[src/rtl/ltssm_polling_ctrl.sv]
// LTSSM Polling sequencer: drives TS1 (Polling.Active) then TS2 (Polling.Configuration),
// counts sent/received training sets per lane and reports done or timeout.

module ltssm_polling_lane #(
  parameter int RX_MATCH = 8
) (
  input  logic clk_i,
  input  logic rst_i,
  input  logic clr_i,
  input  logic en_i,
  input  logic cfg_i,
  input  logic rx_valid_i,
  input  logic rx_ts1_i,
  input  logic rx_ts2_i,
  output logic matched_o
);
  localparam int RX_W = $clog2(RX_MATCH + 1);

  logic [RX_W-1:0] cnt_q;
  logic            good;

  // Polling.Active accepts either TS type; Polling.Configuration needs TS2
  assign good = cfg_i ? rx_ts2_i : (rx_ts1_i | rx_ts2_i);

  always_ff @(posedge clk_i or posedge rst_i) begin
    if (rst_i) begin
      cnt_q <= '0;
    end else if (clr_i) begin
      cnt_q <= '0;
    end else if (en_i && rx_valid_i) begin
      if (!good)                          cnt_q <= '0;
      else if (cnt_q != RX_W'(RX_MATCH))  cnt_q <= cnt_q + 1'b1;
    end
  end

  assign matched_o = (cnt_q == RX_W'(RX_MATCH));
endmodule

module ltssm_polling_ctrl #(
  parameter int NUM_LANES      = 1,
  parameter int TS1_MIN_TX     = 1024,
  parameter int RX_MATCH       = 8,
  parameter int TS2_MIN_TX     = 16,
  parameter int TIMEOUT_CYCLES = 24000
) (
  input  logic                 clk_i,
  input  logic                 rst_i,
  input  logic                 start_i,
  input  logic [NUM_LANES-1:0] lanes_detected_i,
  input  logic                 tx_os_ready_i,
  input  logic [NUM_LANES-1:0] rx_os_valid_i,
  input  logic [NUM_LANES-1:0] rx_ts1_i,
  input  logic [NUM_LANES-1:0] rx_ts2_i,
  output logic                 tx_os_req_o,
  output logic [1:0]           tx_os_type_o,
  output logic [NUM_LANES-1:0] tx_lanes_o,
  output logic [1:0]           state_o,
  output logic                 done_o,
  output logic                 timeout_o
);
  localparam int TS_MAX = (TS1_MIN_TX > TS2_MIN_TX) ? TS1_MIN_TX : TS2_MIN_TX;
  localparam int TS_W   = $clog2(TS_MAX + 1);
  localparam int TMR_W  = (TIMEOUT_CYCLES > 1) ? $clog2(TIMEOUT_CYCLES) : 1;

  // Encoding doubles as the tx_os_type_o code (none / TS1 / TS2)
  typedef enum logic [1:0] {
    ST_IDLE   = 2'd0,
    ST_ACTIVE = 2'd1,
    ST_CONFIG = 2'd2
  } state_t;

  state_t               state_q, state_d;
  logic [NUM_LANES-1:0] lanes_q, lanes_d, matched, lane_hit;
  logic [TS_W-1:0]      ts_cnt_q, ts_cnt_d;
  logic [TMR_W-1:0]     tmr_q, tmr_d;
  logic                 seen_q, seen_d;
  logic                 req_q, done_q, tmo_q;
  logic                 done_d, tmo_d, clr_cnt;
  logic                 accept, all_match, any_match, tmr_exp, ts2_rx, ts_sat;

  for (genvar i = 0; i < NUM_LANES; i++) begin : g_lane
    ltssm_polling_lane #(.RX_MATCH(RX_MATCH)) u_lane (
      .clk_i      (clk_i),
      .rst_i      (rst_i),
      .clr_i      (clr_cnt),
      .en_i       (lanes_q[i]),
      .cfg_i      (state_q == ST_CONFIG),
      .rx_valid_i (rx_os_valid_i[i]),
      .rx_ts1_i   (rx_ts1_i[i]),
      .rx_ts2_i   (rx_ts2_i[i]),
      .matched_o  (matched[i])
    );
  end

  assign lane_hit  = matched & lanes_q;
  assign accept    = req_q & tx_os_ready_i;
  assign all_match = (lane_hit == lanes_q);
  assign any_match = |lane_hit;
  assign tmr_exp   = (tmr_q == TMR_W'(TIMEOUT_CYCLES - 1));
  assign ts2_rx    = |(rx_os_valid_i & rx_ts2_i & lanes_q);
  assign ts_sat    = (ts_cnt_q == TS_W'(TS_MAX));

  always_comb begin
    state_d  = state_q;
    lanes_d  = lanes_q;
    ts_cnt_d = ts_cnt_q;
    tmr_d    = tmr_q;
    seen_d   = seen_q;
    done_d   = 1'b0;
    tmo_d    = 1'b0;
    clr_cnt  = 1'b0;
    case (state_q)
      ST_IDLE: begin
        if (start_i) begin
          if (|lanes_detected_i) begin
            lanes_d = lanes_detected_i;
            state_d = ST_ACTIVE;
          end else begin
            lanes_d = '0;
            tmo_d   = 1'b1;
          end
        end
      end
      ST_ACTIVE: begin
        tmr_d = tmr_q + 1'b1;
        if (accept && !ts_sat) ts_cnt_d = ts_cnt_q + 1'b1;
        if (ts_cnt_q >= TS_W'(TS1_MIN_TX) && all_match) begin
          state_d = ST_CONFIG;
        end else if (tmr_exp) begin
          // Degrade to the lanes that trained rather than give up on the link
          if (ts_cnt_q >= TS_W'(TS1_MIN_TX) && any_match) begin
            state_d = ST_CONFIG;
            lanes_d = lane_hit;
          end else begin
            state_d = ST_IDLE;
            lanes_d = '0;
            tmo_d   = 1'b1;
          end
        end
      end
      ST_CONFIG: begin
        tmr_d  = tmr_q + 1'b1;
        seen_d = seen_q | ts2_rx;
        if (accept && (seen_q || ts2_rx) && !ts_sat) ts_cnt_d = ts_cnt_q + 1'b1;
        if (all_match && ts_cnt_q >= TS_W'(TS2_MIN_TX)) begin
          state_d = ST_IDLE;
          done_d  = 1'b1;
        end else if (tmr_exp) begin
          state_d = ST_IDLE;
          lanes_d = '0;
          tmo_d   = 1'b1;
        end
      end
      default: state_d = ST_IDLE;
    endcase
    // Every phase starts from clean counters; IDLE holds them at zero
    clr_cnt = (state_d != state_q) || (state_q == ST_IDLE);
    if (clr_cnt) begin
      ts_cnt_d = '0;
      tmr_d    = '0;
      seen_d   = 1'b0;
    end
  end

  always_ff @(posedge clk_i or posedge rst_i) begin
    if (rst_i) begin
      state_q  <= ST_IDLE;
      lanes_q  <= '0;
      ts_cnt_q <= '0;
      tmr_q    <= '0;
      seen_q   <= 1'b0;
      req_q    <= 1'b0;
      done_q   <= 1'b0;
      tmo_q    <= 1'b0;
    end else begin
      state_q  <= state_d;
      lanes_q  <= lanes_d;
      ts_cnt_q <= ts_cnt_d;
      tmr_q    <= tmr_d;
      seen_q   <= seen_d;
      req_q    <= (state_d != ST_IDLE);
      done_q   <= done_d;
      tmo_q    <= tmo_d;
    end
  end

  assign tx_os_req_o  = req_q;
  assign tx_os_type_o = state_q;
  assign state_o      = state_q;
  assign tx_lanes_o   = lanes_q;
  assign done_o       = done_q;
  assign timeout_o    = tmo_q;
endmodule

[config.mk]
export PLATFORM = sky130hd
export DESIGN_NAME = ltssm_polling_ctrl
export DESIGN_NICKNAME = d
export VERILOG_FILES = /design/src/rtl/ltssm_polling_ctrl.sv
export SDC_FILE = /design/constraint.sdc
export NUM_CORES = 1
export LEC_CHECK = 0
export CAP_MARGIN = 25
export CORE_MARGIN = 10
export CORE_UTILIZATION = 45
export CTS_BUF_LIST = sky130_fd_sc_hd__clkbuf_8
export CTS_CLUSTER_SIZE = 28
export DETAILED_ROUTE_END_ITERATION = 7
export SYNTH_ARGS = -nofsm -noshare
export SYNTH_HDL_FRONTEND = slang
export SYNTH_SLANG_ARGS = --single-unit
[constraint.sdc]
create_clock -name clk_i -period 3.1 [get_ports clk_i]
set_input_delay 0.465 -clock clk_i [delete_from_list [all_inputs] [get_ports clk_i]]
set_output_delay 0.465 -clock clk_i [all_outputs]
set_load 0.05 [all_outputs]
## After elaboration in Yosys (flattened, before gate mapping)

Cells that the tools add are included.

- Register bits: 37
- Bits in latches: 0
- Bits in writable memories: 0
- Bits in read-only memories: 0
- Input port bits: 8
- Output and inout port bits: 8
- Word-level logic and storage cells: 96
- Memories: 0

- $add $sub $neg: 3
- Multiply operators: 0
- Divide/modulo/power cells: 0
- $lt $le $gt $ge: 2
- Equality and inequality tests: 16
- Shift operators: 0
- Muxes and demuxes: 39
- Bitwise operators: 6
- Reduce and logical (&&, ||, !) cells: 21

Operators with widths:

| operator | count |
|---|---|
| two-way mux 11 bit | 3 |
| two-way mux 15 bit | 2 |
| case mux 11 bit (2 select lines) | 1 |
| two-way mux 1 bit | 19 |
| two-way mux 4 bit | 4 |
| adder 15 x 1 -> 15 bit (second input constant) | 1 |
| equality test 15 bit (second input constant) | 1 |
| two-way mux 2 bit | 7 |
| adder 11 x 1 -> 11 bit (second input constant) | 1 |
| equality test 11 bit (second input constant) | 1 |
| greater-or-equal comparator 11 bit (second input constant) | 1 |
| greater-or-equal comparator 11 x 5 -> 1 bit (second input constant) | 1 |
| inequality test 2 bit (second input constant) | 5 |
| inequality test 3 bit (second input constant) | 3 |
| nonzero test 2 bit | 4 |
| logical AND 1 bit | 7 |
| case mux 1 bit (3 select lines) | 2 |
| case mux 2 bit (3 select lines) | 1 |
| AND reduction 6 bit | 1 |
| nonzero test 3 bit | 2 |
| adder 4 x 1 -> 4 bit (second input constant) | 1 |
| AND 1 bit | 4 |
| equality test 4 bit (second input constant) | 1 |
| inequality test 4 bit (second input constant) | 1 |
| 11 further kinds | 13 |

## Longest topological paths before layout

Gate-level depths: netlist of run 1.

- Depth after elaboration: 11
- Depth in mapped cells: 8
- Gate-level depth less buffers: 7

## Modules after synthesis

From an unflattened synthesis of run 1, not the netlist that was laid out.

- Cells, all modules: 228
- Area total of the unflattened synthesis: 2162.1 um2

By module, submodules not included:

| module | instances | cells an instance | area each (um2) | sequential area each (um2) |
|---|---|---|---|---|
| ltssm_polling_ctrl | 1 | 195 | 1871.8 | 825.8 |
| ltssm_polling_lane | 1 | 33 | 290.3 | 100.1 |

## Worst setup path after synthesis of run 1

No wires, ideal clock.

- Kind: register to register
- From: register state_q[1] (netlist: state_o[1])
- To: register tmr_q[11]
- Setup time: 0.101 ns
- Arrival: 2.205 ns
- Data required time: 2.999 ns
- Setup slack: 0.794 ns
- Cell stages (with the launch flop): 9
- Path buffers: 1
- Clock period less this slack: 2.306 ns
- Cells stage by stage: dfrtp_1 inv_1 ha_1 clkbuf_1 nand4_1 nor3_1 nand2_1 xor2_1 nor4_1

- Word-level cells in the longest chain between the ends: 6
- Elaborated cells on any way between the ends: 15
- Those cells by class: 3 x eq/ne; 8 x mux; 4 x reduce/logical

Ends and longest elaborated chain:

| what | RTL line | source |
|---|---|---|
| from (decl) | 72 | `state_t state_q, state_d;` |
| from (signal assigned) | 176 | `state_q <= state_d;` |
| two-way mux 2 bit, on equally long branches | 148, 115, 129 |  |
| two-way mux 2 bit, on equally long branches | 145, 114, 127 |  |
| case mux 2 bit (3 select lines) | 112 | `case (state_q)` |
| inequality test 2 bit | 157 | `clr_cnt = (state_d != state_q) \|\| (state_q == ST_IDLE);` |
| logical OR 1 bit | 157 |  |
| two-way mux 15 bit or nonzero test 2 bit (tied branches) | -- |  |
| to (signal assigned) | 179 | `tmr_q <= tmr_d;` |
| to (decl) | 75 | `logic [TMR_W-1:0] tmr_q, tmr_d;` |

Parallel ways exist; a longest one is shown, timed or not.
A chain may end at the register's enable or synchronous reset.

## Final worst setup path of run 1

- From: register g_lane[0].u_lane.cnt_q[0]
- To: register tmr_q[12]

- Word-level cells in the longest chain between the ends: 10
- Elaborated cells on any way between the ends: 15
- Those cells by class: 3 x eq/ne; 6 x mux; 1 x bitwise; 5 x reduce/logical

Ends and longest elaborated chain:

| what | RTL line | source |
|---|---|---|
| from (decl) | 19 | `logic [RX_W-1:0] cnt_q;` |
| from (signal assigned) | 32 | `else if (cnt_q != RX_W'(RX_MATCH)) cnt_q <= cnt_q + 1'b1;` |
| equality test 4 bit * | 36 | `assign matched_o = (cnt_q == RX_W'(RX_MATCH));` |
| AND 1 bit * | 95 | `assign lane_hit = matched & lanes_q;` |
| logical AND 1 bit | 131 | `if (ts_cnt_q >= TS_W'(TS1_MIN_TX) && any_match) begin` |
| two-way mux 2 bit | 131 |  |
| two-way mux 2 bit | 129 | `end else if (tmr_exp) begin` |
| two-way mux 2 bit | 127 | `if (ts_cnt_q >= TS_W'(TS1_MIN_TX) && all_match) begin` |
| case mux 2 bit (3 select lines) * | 112 |  |
| inequality test 2 bit * | 157 |  |
| logical OR 1 bit * | 157 |  |
| two-way mux 15 bit or nonzero test 2 bit (tied branches) | -- |  |

Every way passes the cells marked *; elsewhere a longest branch is shown, timed or not.

==> metrics.md, run 1 <==
| Metric | Value |
|---|---|
| Initial core utilization | 46.6% |
| CTS Buffer Depth | 2 |
| Drt drc | 0 |
| Final core occ | 53.5% |
| Net count, final | 265 |
| CP Capture Type | flip-flop |
| I/O pins | 16 |
| Initial antenna violation count | 0 |
| Relative slew slack | 62.0% |
| CP bufs+invs | 2 |
| Worst Max-Slew Pin Slew | 565 ps |
| Part of the cycle the worst path needs | 77.0% |
| Total GRT Usage | 13.0% |
| Die Wd | 90.2 um |
| CP Launch Type | flip-flop |
| Count of different cell masters after synthesis | 43 |
| Cell family with most CP delay | simple AND/OR/NAND/NOR gates |
| Critical Path Most Common Cell | nor4_1 |
| Root Driver | clkbuf_8 |
| Setup TNS | 0 ps |
| Yosys warns | 0 |
| Crit Path Category | flip-flop to flip-flop |
| Clock sinks | 37 |
| Post-DRT Antenna Nets | 0 |
| Cts bufs inserted | 5 |
| Sequential-to-total area share from yosys stat | 41.8% |
| Total core area | 0.00475 mm^2 |
| Num rows | 25 |
| Status | finished, final reports clean |
| Drt total wl | 5.07 mm |
| Clock transition at the registers of the reported paths | 80 ps |
| Number of flops mapped to enable cells by yosys | 0 |
| # resized after CTS | 0 |
| Min Hold Slack | 588 ps |
| Max frequency | 419 MHz |
| Total grt overflow | 0 |
| Crit path DAT | 2570 ps |
| Top-area cell type share of the netlist area | 41.8% |
| Cts hold-fix bufs | 0 |
| # Post-CTS Setup Buffers | 0 |
| Port buffer count | 15 |
| Prevailing post-synth register cell | dfrtp_1 |
| Fraction of registers with async set/reset | 100% |
| Largest net degree at the start of global routing | 38 |
| First-pass GRT wire length | 8.92 mm |
| MaxCap Viol Count | 0 |
| Routed len/inst | 16.0 um |
| H-tree depth | 2 |
| Pwr/cell area | 570 mW/mm^2 |
| First drt pass iteration count | 4 |
| RSZ-0062 raised after global routing | false |
| Mean Syn Cell Area | 9.43 um^2 |
| Fraction of layout cells with a size suffix above 1 | 7.63% |
| CP Cell Sequence | inv_1 -> ha_1 -> nand3b_1 -> a221oi_1 -> nor4_1 -> o31ai_4 -> buf_4 -> nor4_1 |
| CP max-delay cell | nor4_1 |
| Synth area leaders | dfrtp_1 42%, nor4_1 9.9%, xnor2_1 6.7%, ha_1 5.1%, xor2_1 2.8% |
| Layout Skew | 5.14 ps |
| Leak Pwr | 0.961 nW |
| Area grow syn2layout | 14.7% |
| Post-synthesis cell area | 0.00222 mm^2 |
| DRT iter0 DRCs | 96 |
| Clk Latency, worst-skew pair | 290 ps |
| Vias in the first global route | 1835 |
| RD Place Congestion | 0.823 |
| Die area | 0.00813 mm^2 |
| Post-layout power | 1.45 mW |
| DR vias | 1798 |
| Ant diodes | 0 |
| Hold Vio Cnt, Final | 0 |
| Detail Placement HPWL | 3.35 mm |
| Area leader, netlist | dfrtp_1 |
| Crit path largest cell delay | 520 ps |
| CTS tree | yes |
| Die H | 90.2 um |
| Minimum clock period after layout | 2390 ps |
| Req. time, crit path | 3280 ps |
| Cells after Synth | 235 |
| Final Max Tran Viols | 0 |
| Worst IR drop on VDD | 380 uV |
| Yosys reg bits | 37 |
| Hold Crit Class | input port to asynchronous set/reset pin |
| Post-Syn Nets | 252 |
| Crit-path max FO | 31 |
| Vias/cell | 5.69 |
| Number of setup violations in the final report | 0 |
## power by group
group / switching, mW / internal (mW) / total, mW
Clock: 0.179 / 0.155 / 0.335
Combinational: 0.383 / 0.175 / 0.558
Sequential: 0.0418 / 0.516 / 0.557
## layout make-up
cell class,instances,area (um^2)
fillers,457,2210
flip-flops and latches,37,926
repair buffers,19,180
multi-input cells,171,1210
clock inverters,3,17.5
well taps,67,83.8
inverters,14,52.6
clock buffers,5,68.8
## cells in the mapped netlist, types with 2 or more instances
library cell and count:
a21o_1 2, a21oi_1 8, a31oi_1 3, and2_1 3
and3_1 3, buf_2 6, buf_4 2, clkbuf_1 5
dfrtp_1 37, ha_1 9, inv_1 14, mux2i_1 2
nand2_1 12, nand3_1 11, nand3b_1 2, nand4_1 7
nor2_1 12, nor2b_1 3, nor3_1 7, nor3b_1 2
nor4_1 35, o211ai_1 2, o21ai_0 5, o31ai_1 2
xnor2_1 17, xor2_1 7
## logic make-up after synthesis
| kind of cell | synth area share, % |
|---|---|
| AOI/OAI and AO/OA | 9.20 |
| xor gates and xnor gates | 9.48 |
| adders and majority gates | 5.08 |
| buffers and inverters | 5.25 |
| DFF | 41.8 |
| muxes | 1.41 |
| and+or+nand+nor | 27.8 |
## worst min-delay path: stages
cell,delay (ps)
clkdlybuf4s50_1,400
inv_1,50
buf_4,420
## layer usage
metal | global-route usage [%] | part of all wire (%)
met5 | 0 | 0
met4 | 3.71 | 0.95
met3 | 3.08 | 2.0
met2 | 21.5 | 48
met1 | 16.4 | 49
## final timing paths
check,startpoint,endpoint,slack (ps),cells after the start
min in group clk_i,tmr_q[12]$_DFFE_PP0P_,tmr_q[12]$_DFFE_PP0P_,590,2
max reg2reg,g_lane[0].u_lane.cnt_q[0]$_DFFE_PP0P_,tmr_q[12]$_DFFE_PP0P_,710,8
max,g_lane[0].u_lane.cnt_q[0]$_DFFE_PP0P_,tmr_q[12]$_DFFE_PP0P_,710,8
min reg2reg,tmr_q[12]$_DFFE_PP0P_,tmr_q[12]$_DFFE_PP0P_,590,2
max in group asynchronous,rst_i,tx_os_req_o$_DFF_PP0_,2170,3
min,rst_i,ts_cnt_q[8]$_DFFE_PP0P_,590,3
## through the flow
| stage | worst slack, ps | cells | cell area, um^2 |
|---|---|---|---|
| 3_3_place_gp | 778 | 308 | 2460 |
| 2_1_floorplan | 794 | 235 | 2220 |
| 3_5_place_dp | 728 | 308 | 2460 |
| 4_1_cts | 709 | 316 | 2540 |
| 5_1_grt | 492 | 316 | 2540 |
| 6_report | 714 | 316 | 2540 |
## flip-flops by register name, summed over array words and instances, names as in the netlist
name,count
tmr_q,15
ts_cnt_q,11
g_lane.u_lane.cnt_q,4
state_o,2
done_o,1
seen_q,1
timeout_o,1
tx_lanes_o,1
tx_os_req_o,1
## cells in the final DEF (no fill, tap or decap), types with 4 or more instances in the layout
cell             netlist  layout
nand3_1               11      11
o21ai_0                5       5
nand4_1                7       7
clkdlybuf4s50_1        0      15
clkbuf_8               0       5
nand2_1               12      12
xor2_1                 7       7
xnor2_1               17      17
buf_4                  2       4
ha_1                   9       9
nor2_1                12      12
dfrtp_1               37      37
nor4_1                35      35
a21oi_1                8       8
nor3_1                 7       7
inv_1                 14      14
Power figures use the tool's default switching activity.
==> run 2: changes to the inputs <==
==> constraint.sdc (replaced) <==
create_clock -name clk_i -period 2.3 [get_ports clk_i]
set_input_delay 0.345 -clock clk_i [delete_from_list [all_inputs] [get_ports clk_i]]
set_output_delay 0.345 -clock clk_i [all_outputs]
set_load 0.05 [all_outputs]
==> run 2 against run 1 <==
  * Flip-flop and latch count unchanged
  * Worst hold slack worse by 140 ps
  * Utilization up 3.6 points
  * Wire length up 1.5%
  * Power up 58%
  * First-iteration DRC count up 5.2%
  * Combinational power up 57%
  * Critical endpoint is now tmr_q[8]$_DFFE_PP0P_
  * Sequential share of layout area down 2.3 points
  * Clock-buffer cell count unchanged
  * Global-route usage down 0.14 points
  * Clock skew down 1.3 ps
  * Final area up 6.8%
==> metrics.md, run 2 (synthesis gave the netlist of run 1 again) <==
| Metric | Value |
|---|---|
| Largest net degree at the start of global routing | 38 (unchanged) |
| Hold Crit Class | input port to asynchronous set/reset pin |
| Clock sinks | 37 (unchanged) |
| Net count, final | 272 (+2.6%) |
| RD Place Congestion | 0.843 (+2.4%) |
| CP Capture Type | flip-flop |
| Routed wire length on met3 | 134 um (+30%) |
| Pre-CTS setup slack | 46.3 ps (-682 ps) |
| Drt total wl | 5.14 mm (+1.5%) |
| DR vias | 1855 (+3.2%) |
| Layout Skew | 3.81 ps (-1.33 ps) |
| Final Non-Filler Cells | 323 (+2.2%) |
| Max frequency | 470 MHz (+12%) |
| DRT met1 WL | 2.46 mm (-1.6%) |
| Initial core utilization | 46.6% (unchanged) |
| Part of the cycle the worst path needs | 92.5% (+16 points) |
| Routed len/inst | 15.9 um (-0.74%) |
| Initial antenna violation count | 0 (unchanged) |
| Crit path DAT | 2310 ps (-260 ps) |
| Die area | 0.00813 mm^2 (unchanged) |
| Clk Latency, worst-skew pair | 290 ps (about the same) |
| Status | finished, final reports clean |
| Cts bufs inserted | 5 (unchanged) |
| Reg with most FFs | tmr_q |
| Worst Max-Slew Pin Slew | 570 ps (+4.72 ps) |
| First drt pass iteration count | 4 (unchanged) |
| Highest-count cells in the layout ignoring fill and taps | 36 x dfrtp_1, 33 x nor4_1, 17 x xnor2_1 |
| DRT iter0 DRCs | 101 (+5.2%) |
| Total GRT Usage | 12.9% (-0.14 points) |
| RSZ-0062 raised after global routing | false |
| Post-DRT Antenna Nets | 0 (unchanged) |
| MaxCap Viol Count | 0 (unchanged) |
| Final WS setup | 172 ps (-542 ps) |
| CTS Buffer Depth | 2 (unchanged) |
| First-pass GRT wire length | 8.80 mm (-1.3%) |
| I/O pins | 16 (unchanged) |
| Number of flip-flops in the largest register | 15 (unchanged) |
| Number of setup violations in the final report | 0 (unchanged) |
| Drt drc | 0 (unchanged) |
| Crit Path Category | flip-flop to flip-flop |
| Port buffer count | 15 (unchanged) |
| Root Driver | clkbuf_8 |
| Setup TNS | 0 ps (unchanged) |
| Max layer used | met4 |
| Relative slew slack | 61.0% (-0.95 points) |
| Die H | 90.2 um (unchanged) |
| Register area | 927 um^2 (+0.14%) |
| Total core area | 0.00475 mm^2 (unchanged) |
| Ant diodes | 0 (unchanged) |
| Hold Vio Cnt, Final | 0 (unchanged) |
| Post-route cell area | 0.00272 mm^2 (+6.8%) |
| Area occupied by multi-input gates | 0.00125 mm^2 (+2.8%) |
| Num rows | 25 (unchanged) |
| Final Max Tran Viols | 0 (unchanged) |
| CTS tree | yes |
| Leak Pwr | 1.03 nW (+7.2%) |
| Placed Area | 0.00254 mm^2 (+3.4%) |
| Dpl cells | 314 (+1.9%) |
| H-tree depth | 2 (unchanged) |
| CP Launch Type | flip-flop |
| Total grt overflow | 0 (unchanged) |
| Crit-path max FO | 9 (-71%) |
| Fraction of layout cells with a size suffix above 1 | 12.5% (+4.9 points) |
| Worst IR drop on VDD | 422 uV (+11%) |
| Req. time, crit path | 2480 ps (-800 ps) |
| Pwr/cell area | 845 mW/mm^2 (+48%) |
| Met2 wire len | 2.48 mm (+2.9%) |
| Detail Placement HPWL | 3.53 mm (+5.3%) |
| Area grow syn2layout | 22.5% |
| Fillers | 436 (-4.6%) |
| Die Wd | 90.2 um (unchanged) |
| Top Registers | tmr_q: 15 flops, ts_cnt_q: 11 flops, g_lane.u_lane.cnt_q: 4 flops |
| Commonest non-fill, non-tap cell in the layout | dfrtp_1 |
| Minimum clock period after layout | 2130 ps (-258 ps) |
| Vias/cell | 5.74 (+0.93%) |
| Vias in the first global route | 1860 (+1.4%) |
| Clock transition at the registers of the reported paths | 80 ps (about the same) |
-- run 2: cell count changes in the layout (fill, tap and decap cells not counted), sizes merged --
cell      before  now
bufinv         0    2
clkinvlp       1    0
clkinv         2    1
buf            4   11
-- run 2: power breakdown --
| group | internal (mW) | switching, mW | total (mW) | leakage (nW) |
|---|---|---|---|---|
| Combinational | 0.315 | 0.561 | 0.876 | 0.454 |
| Clock | 0.431 | 0.244 | 0.675 | 0.0681 |
| Sequential | 0.695 | 0.0478 | 0.743 | 0.509 |
| Total | 1.44 | 0.853 | 2.29 | 1.03 |
-- run 2: what timing repair did --
| action | in CTS | in global routing |
|---|---|---|
| hold buffers | 0 | 0 |
| resized for setup | 0 | 6 |
| endpoints found under the setup margin | 0 | 33 |
| buffers inserted | 0 | 1 |
-- run 2: path summary, 6_finish.rpt --
kind                                                  startpoint                    end  slack [ps]  depth (start not counted)
setup / recovery           g_lane[0].u_lane.cnt_q[0]$_DFFE_PP0P_   tmr_q[8]$_DFFE_PP0P_         170                          8
setup reg to reg           g_lane[0].u_lane.cnt_q[0]$_DFFE_PP0P_   tmr_q[8]$_DFFE_PP0P_         170                          8
min in group clk_i                         tmr_q[12]$_DFFE_PP0P_  tmr_q[12]$_DFFE_PP0P_         590                          2
max in group asynchronous                                  rst_i   state_o[1]$_DFF_PP0_        1500                          3
hold / removal                                             rst_i   tmr_q[1]$_DFFE_PP0P_         450                          3
hold reg to reg                            tmr_q[12]$_DFFE_PP0P_  tmr_q[12]$_DFFE_PP0P_         590                          2
-- run 2: final cells by class --
cell class	instances	area share, %
Sequential cell	37	34.1
Inverter	14	1.94
Timing Repair Buffer	26	9.95
Clock inverter	3	2.40
Clock buffer	5	2.53
Multi-Input combinational cell	171	45.9
Tap cell	67	3.09
-- run 2: metrics by stage --
stage / hold slack [ps] / utilization (%) / power (mW)
finish: 451 / 57.1 / 2.29
global route: 514 / 57.1 / 2.41
CTS: 471 / 56.2 / 2.28
detailed placement: 575 / 53.4 / 1.60
global placement: 571 / 53.4 / 1.60
floorplan: 499 / - / 1.28
-- run 2: routing by layer --
metal  track usage, %  vias to the layer above
met4             3.85                        0
li1                 -                      906
met5                0                        -
met2             21.5                       15
met3             3.49                        7
met1             15.7                      927
-- run 2: critical path, stage by stage, from the launching register on --
cell	delay, ps
dfrtp_1	420
inv_1	70
ha_1	140
nand3b_1	190
a32o_1	290
a21o_1	220
a311oi_4	370
buf_4	240
nor4_1	70
==> run 3: changes to the inputs <==
--- a/config.mk
+++ b/config.mk
@@ -9,8 +9,10 @@
 export CORE_MARGIN = 10
 export CORE_UTILIZATION = 45
 export CTS_BUF_LIST = sky130_fd_sc_hd__clkbuf_8
+export CTS_CLUSTER_DIAMETER = 60
 export CTS_CLUSTER_SIZE = 28
 export DETAILED_ROUTE_END_ITERATION = 7
 export SYNTH_ARGS = -nofsm -noshare
 export SYNTH_HDL_FRONTEND = slang
 export SYNTH_SLANG_ARGS = --single-unit
+export TNS_END_PERCENT = 20
==> results of run 3 <==
Final layout, timing and power as in run 2 (identical DEF).
==> variant 1: new RTL, flow settings as in run 2 <==
The parameter `TIMEOUT_CYCLES` goes from 24000 to 12000.
--- a/src/rtl/ltssm_polling_ctrl.sv
+++ b/src/rtl/ltssm_polling_ctrl.sv
@@ -43,3 +43,3 @@
   parameter int TS2_MIN_TX     = 16,
-  parameter int TIMEOUT_CYCLES = 24000
+  parameter int TIMEOUT_CYCLES = 12000
 ) (
Check against the original RTL: no difference found for any inputs over 10 cycles, from zero or initial values and one cycle with rst_i high; that may be too few to reach the edited logic, so the function may still have changed.
==> variant 1 against run 2 <==
Clock power is 32% lower. Synthesized cell count fell by 7.7%. Critical endpoint is now ts_cnt_q[6]. Total power fell by 20%. Sequential cell count fell by 1. Via count down 15%. Largest power group is now sequential cells. Fmax shrank 0.46%. Highest routed layer unchanged. Critical path depth is 1 lower. Count of clock-buffer cells in the layout is 1 higher. Setup slack worse by 9.7 ps. Routed wire length decreased by 19%. Sequential power is 2% lower. Synthesized area decreased by 6.6%. First-iteration DRC count is 3.0% lower. Design area shrank 13%.
==> variant 1: results (changes against run 2) <==
* Status: finished, final reports clean (unchanged)
* CP Max Fanout at 17 (was 9)
* Vias in the first global route at 1,533 (was 1,860)
* Met1 Resource Use GR at 16.3% (was 15.7%)
* GRT met3 Usage at 4.09% (was 3.49%)
* Setup WS pre-CTS at 167 ps (was 46.3 ps)
* Area growth, synth to finish at 14.0% (was 22.5%)
* Leak at 1.05 nW (was 1.03 nW)
* Global-route wire length before repair at 7.34 mm (was 8.80 mm)
* Hpwl dp at 2.98 mm (was 3.53 mm)
* Critical Path Start: tmr_q[0] (was g_lane[0].u_lane.cnt_q[0])
* Storage cell area at 901 um^2 (was 927 um^2)
* Initial DRC count at 98 (was 101)
* Worst clock skew at 4.73 ps (was 3.81 ps)
* WHS at 449 ps (was 451 ps)
* Routed WL at 4.16 mm (was 5.14 mm)
* Placement Cell Area at 2260 um^2 (was 2540 um^2)
* Most frequent cells after synthesis: nor2_1 (39), dfrtp_1 (36), xor2_1 (14) (was dfrtp_1 (37), nor4_1 (35), xnor2_1 (17))
* PD cells at 776 nW/um^2 (was 845 nW/um^2)
* Area of the multi-input gates at 1080 um^2 (was 1250 um^2)
* Clock network area share at 3.82% (was 4.93%)
* Rel. slew slack at 66.8% (was 61.0%)
* Fin nets at 254 (was 272)
* Largest net degree at the start of global routing at 37 (was 38)
* Worst VDD drop at 0.316 mV (was 0.422 mV)
* FF-to-FF path depth at 7 (was 8)
* Total nets after synthesis at 234 (was 252)
* Compound-Gate Fraction of Synth Area at 10.5% (was 9.20%)
* Placed cell count at 282 (was 314)
* DR WL/cell at 14.3 um (was 15.9 um)
* RR Endpoint: ts_cnt_q[6] (was tmr_q[8])
* Non-CTS buffers at 19 (was 26)
* Mux share of post-synthesis cell area at 1.45% (was 1.41%)
* Syn_area_per_cell at 9.54 um^2 (was 9.43 um^2)
* Routing usage on met2 at 16.8% (was 21.5%)
* CP delay by family, top: simple AND/OR/NAND/NOR gates (was compound AO/OA/AOI/OAI gates)
* Top flop regs: tmr_q (14), ts_cnt_q (11), g_lane.u_lane.cnt_q (4) (was tmr_q (15), ts_cnt_q (11), g_lane.u_lane.cnt_q (4))
* Worst path max stage delay at 500 ps (was 420 ps)
* # clk buffers at 6 (was 5)
* Post-route setup slack at 162 ps (was 172 ps)
* Syn Inst Count at 217 (was 235)
* GP Congestion at 0.812 (was 0.843)
* Mean number of vias per cell at 5.44 (was 5.74)
* Share of cells above drive strength 1 at 7.14% (was 12.5%)
* Switching part of the total at 38.1% (was 37.2%)
* Fillers at 435 (was 436)
* Clk sinks at 36 (was 37)
* Multi-In Gates at 164 (was 171)
variant 1: cell types whose count changed in the layout (fill, tap and decap cells not counted), moves of 3 or more:
cell     change
xnor2_1      -8
and3_1       +4
xor2_1       +7
nor3_1       -3
nor2_1      +27
buf_4        -4
buf_12       -3
and4_1       +3
nor4_1      -33
variant 1: cell families (layout without fill, tap and decap cells):
| kind of cell | count (synthesis) | in the layout |
|---|---|---|
| xor gates and xnor gates | 23 | 23 |
| adders and majority gates | 9 | 9 |
| AOI/OAI and AO/OA | 32 | 32 |
| and+or+nand+nor | 97 | 97 |
| DFF | 36 | 36 |
| buffers and inverters | 17 | 38 |
| muxes | 3 | 3 |
variant 1: per-layer routing:
metal	wire [um]	up-vias
met5	0	-
met1	2200	756
met2	1710	20
met4	45	0
met3	204	6
li1	-	795
variant 1: what timing repair did:
item                                    4_1_cts  5_1_grt
gates resized for setup                       0        1
endpoints found under the hold margin         0        0
endpoints found under the setup margin        0       20
==> variant 2: new RTL, flow settings as in run 2 <==
Made on the original files. Remove the register `tmo_q`: a continuous assignment takes its place, so the output `timeout_o` follows one clock earlier.
--- a/src/rtl/ltssm_polling_ctrl.sv
+++ b/src/rtl/ltssm_polling_ctrl.sv
@@ -173,3 +173,2 @@
       done_q   <= 1'b0;
-      tmo_q    <= 1'b0;
     end else begin
@@ -182,5 +181,6 @@
       done_q   <= done_d;
-      tmo_q    <= tmo_d;
     end
   end
+
+  assign tmo_q = tmo_d;
 
Formal check against the unedited RTL: not equivalent (a bounded check fails within 4 cycles, from zero or initial values and one cycle with rst_i high).
==> variant 2 against run 2 <==
Hold slack worse by 0.59 ps. Largest cell class unchanged. Synthesized area is 2.8% higher. Setup slack worse by 69 ps. Sequential cell count is 1 lower. Non-clock buffer count stayed put. Combinational power hardly changed. Highest routed layer unchanged. Sequential share of layout area is 0.84 points lower. Routed wire length is 9.2% lower. Design area is 0.23% lower. Via count is 9.8% lower. Total power is 8.4% lower. Clock power is 25% lower. Critical path type is now flip-flop to primary output. Global-route usage is 1.2 points lower.
==> variant 2: results (changes against run 2) <==
* Setup WS pre-CTS at 136 ps (was 46.3 ps)
* Placed cell count at 304 (was 314)
* Fillers at 432 (was 436)
* Share of cells above drive strength 1 at 30.4% (was 12.5%)
* Largest net degree at the start of global routing at 37 (was 38)
* Post-route setup slack at 102 ps (was 172 ps)
* CP max-delay cell: nor4_4 (was dfrtp_1)
* Initial DRC count at 100 (was 101)
* CP Max Fanout at 5 (was 9)
* Rel. slew slack at 65.9% (was 61.0%)
* Total nets after synthesis at 240 (was 252)
* Worst path max stage delay at 470 ps (was 420 ps)
* Mean number of vias per cell at 5.28 (was 5.74)
* DR vias at 1,673 (was 1,855)
* Leak at 1.10 nW (was 1.03 nW)
* Total GRT Usage at 11.6% (was 12.9%)
* Fin nets at 267 (was 272)
* Status: finished, final reports clean (unchanged)
* Sequential fraction of the synthesis area at 39.5% (was 41.8%)
* Most frequent cells after synthesis: dfrtp_1 (36), nor2_2 (30), nand2_1 (17) (was dfrtp_1 (37), nor4_1 (35), xnor2_1 (17))
* Syn Inst Count at 223 (was 235)
* Vias in the first global route at 1,642 (was 1,860)
* Worst VDD drop at 0.308 mV (was 0.422 mV)
* Routed WL at 4.67 mm (was 5.14 mm)
* Area contributors post-synth: dfrtp_1 (40%), nor2_2 (8.2%), xor2_1 (5.4%) (was dfrtp_1 (42%), nor4_1 (9.9%), xnor2_1 (6.7%))
==> variant 2: worst paths after layout <==
path / from / slack [ps] / depth (start not counted) / end
setup / recovery: ts_cnt_q[5] / 100 / 6 / timeout_o
hold / removal: rst_i / 450 / 3 / ts_cnt_q[4]
setup reg to reg: state_o[1] / 280 / 8 / ts_cnt_q[6]
hold reg to reg: seen_q / 500 / 2 / seen_q
max in group asynchronous: rst_i / 1490 / 3 / state_o[1]
min in group clk_i: seen_q / 500 / 2 / seen_q
==> variant 2: critical path, delay by kind of cell (launching register included) <==
family                 cells  cell delay (ps)
AOI/OAI and AO/OA          2              190
buffers and inverters      1              150
and+or+nand+nor            3              780
DFF                        1              440
==> variant 2: kinds of logic (layout without fill, tap and decap cells) <==
group | after synthesis | in the layout | synth area share (%)
simple gates | 100 | 100 | 26.6
flops | 36 | 36 | 39.5
compound gates | 31 | 31 | 12.0
xor+xnor | 24 | 24 | 9.22
buf+inv | 19 | 46 | 5.71
fa+ha+maj | 9 | 9 | 4.94
mux | 4 | 4 | 1.98
==> variant 2: metrics by stage <==
stage               hold WS (ps)  TNS [ps]  area (um^2)
global placement             488         0         2500
floorplan                    462         0         2280
detailed placement           481         0         2500
global route                 521     -9.37         2710
CTS                          479         0         2670
finish                       451         0         2710
==> variant 2: routing by layer <==
metal	part of all wire [%]	GRT usage, %	up-vias
met5	0	0	-
met4	2.0	5.09	0
met3	3.6	2.47	10
met2	44	17.5	26
met1	50	15.7	811
li1	-	-	826
==> variant 2: power by group <==
group	internal (mW)	total (mW)	switching (mW)
Combinational	0.333	0.875	0.542
Clock	0.267	0.503	0.236
Sequential	0.671	0.724	0.0528
Total	1.27	2.10	0.831
==> variant 2: repair_timing <==
action                                  4_1_cts  5_1_grt
setup buffers                                 4        2
gates resized for setup                       6        7
endpoints found under the setup margin        1        1
hold buffers                                  0        0
pin swaps                                     0        2
==> variant 2: area by class of cell <==
class	instances	area share [%]
clock buffer	7	3.56
multi-input combinational	168	48.8
tap	67	3.09
inverter	13	1.80
timing repair buffer	26	9.42
sequential	36	33.3
